**src/rtl/painterengine_gpu_gpuinfo_client.sv**
```systemverilog
// Host-side client for the GPU info unit: one request in flight, clear pulse after every op.
// Optional watchdog on WAIT/SETTLE enabled by defining GPUINFO_CLIENT_TIMEOUT_EN.
module painterengine_gpu_gpuinfo_client #(
  parameter int unsigned TIMEOUT_CYCLES = 1024
) (
  input  logic        i_wire_clock,
  input  logic        i_wire_reset,
  input  logic        i_wire_req_valid,
  output logic        o_wire_req_ready,
  input  logic [31:0] i_wire_req_opcode,
  output logic        o_wire_resp_valid,
  input  logic        i_wire_resp_ready,
  output logic [31:0] o_wire_resp_data,
  output logic [1:0]  o_wire_resp_status,
  output logic        o_wire_busy,
  output logic [31:0] o_wire_opcode,
  output logic        o_wire_unit_resetn,
  input  logic [31:0] i_wire_state,
  input  logic [31:0] i_wire_return
);

  localparam logic [2:0] StIdle   = 3'd0;
  localparam logic [2:0] StWait   = 3'd1;
  localparam logic [2:0] StClear  = 3'd2;
  localparam logic [2:0] StSettle = 3'd3;
  localparam logic [2:0] StResp   = 3'd4;

  localparam logic [1:0] StatusOk      = 2'd0;
  localparam logic [1:0] StatusError   = 2'd1;
  localparam logic [1:0] StatusTimeout = 2'd2;

  localparam logic [31:0] UnitIdle  = 32'd0;
  localparam logic [31:0] UnitError = 32'd2;
  localparam logic [31:0] UnitDone  = 32'd3;

  logic [2:0]  state_q, state_d;
  logic [31:0] opcode_q, opcode_d;
  logic        unit_resetn_q, unit_resetn_d;
  logic        req_ready_q, req_ready_d;
  logic        busy_q, busy_d;
  logic        resp_valid_q, resp_valid_d;
  logic [31:0] data_q, data_d;
  logic [1:0]  status_q, status_d;
  logic        timeout_hit;

`ifdef GPUINFO_CLIENT_TIMEOUT_EN
  logic [31:0] cnt_q, cnt_d;

  // Restarts whenever WAIT or SETTLE is (re)entered; idle elsewhere.
  always_comb begin
    cnt_d = '0;
    if ((state_d == StWait || state_d == StSettle) && state_d == state_q) begin
      cnt_d = cnt_q + 32'd1;
    end
  end

  always_ff @(posedge i_wire_clock) begin
    if (i_wire_reset) begin
      cnt_q <= '0;
    end else begin
      cnt_q <= cnt_d;
    end
  end

  assign timeout_hit = (cnt_q == TIMEOUT_CYCLES - 32'd1);
`else
  logic unused_timeout_cfg;
  assign unused_timeout_cfg = ^TIMEOUT_CYCLES;
  assign timeout_hit        = 1'b0;
`endif

  always_comb begin
    state_d      = state_q;
    opcode_d     = opcode_q;
    resp_valid_d = resp_valid_q;
    data_d       = data_q;
    status_d     = status_q;

    case (state_q)
      StIdle: begin
        if (i_wire_req_valid && req_ready_q) begin
          if (i_wire_req_opcode == 32'd0) begin
            state_d  = StClear;
            data_d   = '0;
            status_d = StatusOk;
          end else begin
            state_d  = StWait;
            opcode_d = i_wire_req_opcode;
          end
        end
      end
      StWait: begin
        if (i_wire_state == UnitDone) begin
          state_d  = StClear;
          data_d   = i_wire_return;
          status_d = StatusOk;
        end else if (i_wire_state == UnitError) begin
          state_d  = StClear;
          data_d   = i_wire_return;
          status_d = StatusError;
        end else if (timeout_hit) begin
          state_d  = StClear;
          data_d   = '0;
          status_d = StatusTimeout;
        end
      end
      StClear: begin
        state_d = StSettle;
      end
      StSettle: begin
        if (i_wire_state == UnitIdle) begin
          state_d      = StResp;
          resp_valid_d = 1'b1;
        end else if (timeout_hit) begin
          state_d      = StResp;
          resp_valid_d = 1'b1;
          status_d     = StatusTimeout;
        end
      end
      StResp: begin
        if (i_wire_resp_ready) begin
          state_d      = StIdle;
          resp_valid_d = 1'b0;
        end
      end
      default: begin
        state_d      = StIdle;
        resp_valid_d = 1'b0;
      end
    endcase

    // The clear pulse and opcode drop coincide with the single CLEAR cycle.
    if (state_d == StClear) begin
      opcode_d = '0;
    end
    unit_resetn_d = (state_d != StClear);
    req_ready_d   = (state_d == StIdle);
    busy_d        = (state_d != StIdle);
  end

  always_ff @(posedge i_wire_clock) begin
    if (i_wire_reset) begin
      state_q       <= StIdle;
      opcode_q      <= '0;
      unit_resetn_q <= 1'b0;
      req_ready_q   <= 1'b0;
      busy_q        <= 1'b0;
      resp_valid_q  <= 1'b0;
      data_q        <= '0;
      status_q      <= StatusOk;
    end else begin
      state_q       <= state_d;
      opcode_q      <= opcode_d;
      unit_resetn_q <= unit_resetn_d;
      req_ready_q   <= req_ready_d;
      busy_q        <= busy_d;
      resp_valid_q  <= resp_valid_d;
      data_q        <= data_d;
      status_q      <= status_d;
    end
  end

  assign o_wire_req_ready   = req_ready_q;
  assign o_wire_resp_valid  = resp_valid_q;
  assign o_wire_resp_data   = data_q;
  assign o_wire_resp_status = status_q;
  assign o_wire_busy        = busy_q;
  assign o_wire_opcode      = opcode_q;
  assign o_wire_unit_resetn = unit_resetn_q;

endmodule

```
**config.mk**
```make
export PLATFORM = sky130hd
export DESIGN_NAME = painterengine_gpu_gpuinfo_client
export DESIGN_NICKNAME = d
export VERILOG_FILES = /design/src/rtl/painterengine_gpu_gpuinfo_client.sv
export SDC_FILE = /design/constraint.sdc
export NUM_CORES = 1
export LEC_CHECK = 0
export CAP_MARGIN = 20
export CORE_MARGIN = 1.5
export CORE_UTILIZATION = 40
export CTS_BUF_LIST = sky130_fd_sc_hd__clkbuf_4
export DETAILED_ROUTE_END_ITERATION = 6
export HOLD_SLACK_MARGIN = 0.05
export MAX_ROUTING_LAYER = met4
export PLACE_DENSITY = 0.82
export SLEW_MARGIN = 40
export SYNTH_ARGS = -nofsm -noshare
export SYNTH_HDL_FRONTEND = slang
export SYNTH_SLANG_ARGS = --single-unit
```
**constraint.sdc**
```tcl
create_clock -name i_wire_clock -period 5 [get_ports i_wire_clock]
set_clock_uncertainty 0.1 [all_clocks]
set_input_delay 0.5 -clock i_wire_clock [delete_from_list [all_inputs] [get_ports i_wire_clock]]
set_output_delay 0.5 -clock i_wire_clock [all_outputs]
set_load 0.01 [all_outputs]
```
==> run summary <==
Status = finished clean
Leading cell types in the layout, fill and taps excluded = clkdlybuf4s50_1, dfxtp_1, nor2_1
RD Place Congestion = 0.815
Cell variety after synth = 32
Row cnt = 31
DR vias = 2855
Core box area = 0.00729 mm^2
Mux cell area share after synthesis = 10.6%
Clock Tree Buf Depth = 2
Post-DR wirelength/cell = 14.4 um
Seq/Total Area, Yosys = 47.5%
Rel. slew slack = 54.2%
Max FO, Critical Path = 36
Clock period minus worst slack = 2.88 ns
Post-Synthesis Cell Area = 0.00304 mm^2
Total die area = 0.00812 mm^2
Adder-Cell Fraction of Synth Area = 0%
RSZ-0062 raised after global routing = no
Gr ovfl total = 0
Setup Buffers After CTS = 0
Synthesis Warnings = 0
Simple-gate share of the synthesized area = 19.7%
CP bufs+invs = 1
Final setup vio count = 0
Post-Synth XOR/XNOR Area = 0%
Top-area cell type share of the netlist area = 47.5%
Pin count of the biggest net entering global routing = 73
Crit end category = flop
Final hold violation count = 0
Die Wd = 90.1 um
Tot GR Track Use = 21.1%
Antenna fix cells = 0
Max_cap viols = 0
Total wire length = 8280 um
Crit path max-delay family = simple AND/OR/NAND/NOR gates
Largest family of logic cells by synthesized area = simple AND/OR/NAND/NOR gates
Initial antenna violation count = 0
Layout Nets = 572
Critical path type = in2reg
Pwr Density = 247 mW/mm^2
Die Y = 90.1 um
CP max stage cell = or3b_2
CTS sink cnt = 72
Setup TNS = 0 ns
Hold Path Class = reg2reg
Worst vdd ir = 181 uV
Detailed placement HPWL = 6130 um
Iteration-0 DRC Markers = 72
CP Cell Sequence = clkdlybuf4s50_1 -> nor4_1 -> and4_1 -> nand3_2 -> or3b_2 -> nor2_1
Tcrit/Tclk final = 57.7%
Worst skew pair latency = 0.40 ns
Pleak = 0.00196 uW
Largest cells by area after synthesis = dfxtp_1, mux2i_1, o32ai_1
Yosys top cell by area = dfxtp_1
Max-slew violations = 0
First-pass GRT wire length = 13400 um
Compound-Gate Fraction of Synth Area = 11.8%
Synthesized area per cell = 9.67 um^2
H-tree depth = 3
Fmax = 347 MHz
Actual slew at the worst max-slew pin = 0.686 ns
Clock root cell = clkbuf_4
Drt pass-1 iters = 4
# hold bufs at CTS = 0
Data arrival, critical path = 3.06 ns
Syn nets = 414
Top Ports = 170
Num CTS Buffers = 9
Detail Route Antenna Nets = 0
Setup crit start kind = primary input
Layout cells sized above 1 = 4.82%
DRC errors left = 0
CTS tree = built
IO buf count = 168
Most common cell after layout, fill and taps aside = clkdlybuf4s50_1
Gate Count Post-Synth = 314
Clock Pin Slew Worst Setup and Hold Paths = 0.11 ns
Vias per cell = 4.96
#FFs+latches synth = 72
Power consumption = 1190 uW
Initial Util = 41.6%
CP max stage delay = 0.85 ns
Vias in the first global route = 2789
Crit path required time = 5.18 ns
PostCTS Resize Cnt = 0
Area Overhead vs Synth = 59.2%
==> cells in the mapped netlist, drive strengths merged <==
cell and count:
dfxtp 72, nor2 37, inv 35, nand2b 34, o32ai 33, mux2i 32
nor4 15, clkbuf 12, buf 11, nor3 5, a21boi 3, and4 3
nand4 3, o21ai 3, a21oi 2, and3 2, nand3 2, or3 2
a211o 1, a32oi 1, and2b 1, conb 1, nand2 1, nor3b 1
or2 1, or3b 1
==> power by group <==
group	total [uW]	switching (uW)	leakage, uW	internal [uW]
Combinational	195	70.9	0.00130	124
Sequential	600	9.19	0.000584	590
Clock	400	202	0.0000831	199
Total	1190	282	0.00196	913
==> cells by family (layout without fill, tap and decap cells) <==
logic type             count (synthesis)  in the layout
buffers and inverters                 58            221
other                                  1              1
and+or+nand+nor                      108            108
DFF                                   72             72
muxes                                 32             32
AOI/OAI and AO/OA                     43             43
==> sequential cells by signal (all words and copies together) (netlist names) <==
name and flops:
o_wire_resp_data 32, o_wire_resp_valid 1, o_wire_busy 1, o_wire_opcode 32, o_wire_req_ready 1, o_wire_unit_resetn 1, o_wire_resp_status 1, state_q 3
==> path summary, 6_finish.rpt <==
| path | startpoint | to | slack (ns) | cells past startpoint |
|---|---|---|---|---|
| hold / removal | o_wire_resp_data[11]$_SDFFE_PP0P_ | o_wire_resp_data[11]$_SDFFE_PP0P_ | 0.38 | 2 |
| setup reg to reg | state_q[2]$_SDFF_PP0_ | o_wire_opcode[20]$_SDFFE_PP0P_ | 2.54 | 5 |
| hold reg to reg | o_wire_resp_data[11]$_SDFFE_PP0P_ | o_wire_resp_data[11]$_SDFFE_PP0P_ | 0.38 | 2 |
| setup / recovery | i_wire_state[4] | o_wire_opcode[20]$_SDFFE_PP0P_ | 2.12 | 6 |
==> per-layer routing <==
layer | part of all wire [%] | track usage [%]
met1 | 43 | 23.8
met2 | 50 | 35.7
met3 | 5.5 | 4.06
met4 | 1.9 | 10.2
met5 | 0 | -
==> through the flow <==
| step | hold WS, ns | util [%] | cell area [um^2] | setup WS [ns] | cells |
|---|---|---|---|---|---|
| final | 0.384 | 66.2 | 4830 | 2.12 | 576 |
| after global routing | 0.405 | 66.2 | 4830 | 1.88 | 576 |
| after CTS | 0.387 | 66.2 | 4830 | 2.12 | 576 |
| after detailed placement | 0.368 | 64.1 | 4680 | 1.66 | 560 |
| after global placement | 0.364 | 64.1 | 4670 | 1.48 | 560 |
| after floorplan | 0.398 | - | 3040 | 3.08 | 314 |
==> area by class of cell <==
type / count / area, um^2
Clock buffer: 9 / 67.6
Clock inverter: 7 / 86.3
Fill cell: 634 / 2460
Inverter: 35 / 131
Multi-Input combinational cell: 184 / 1290
Sequential cell: 72 / 1440
Tap cell: 99 / 124
Timing Repair Buffer: 170 / 1690
==> worst register-to-register path, cell delays in order, from the launching register on <==
cell	delay (ns)
dfxtp_1	0.48
inv_1	0.13
and3_1	0.20
nand3_2	0.49
or3b_2	0.81
nor2_1	0.20
(Power assumes the default switching activity.)
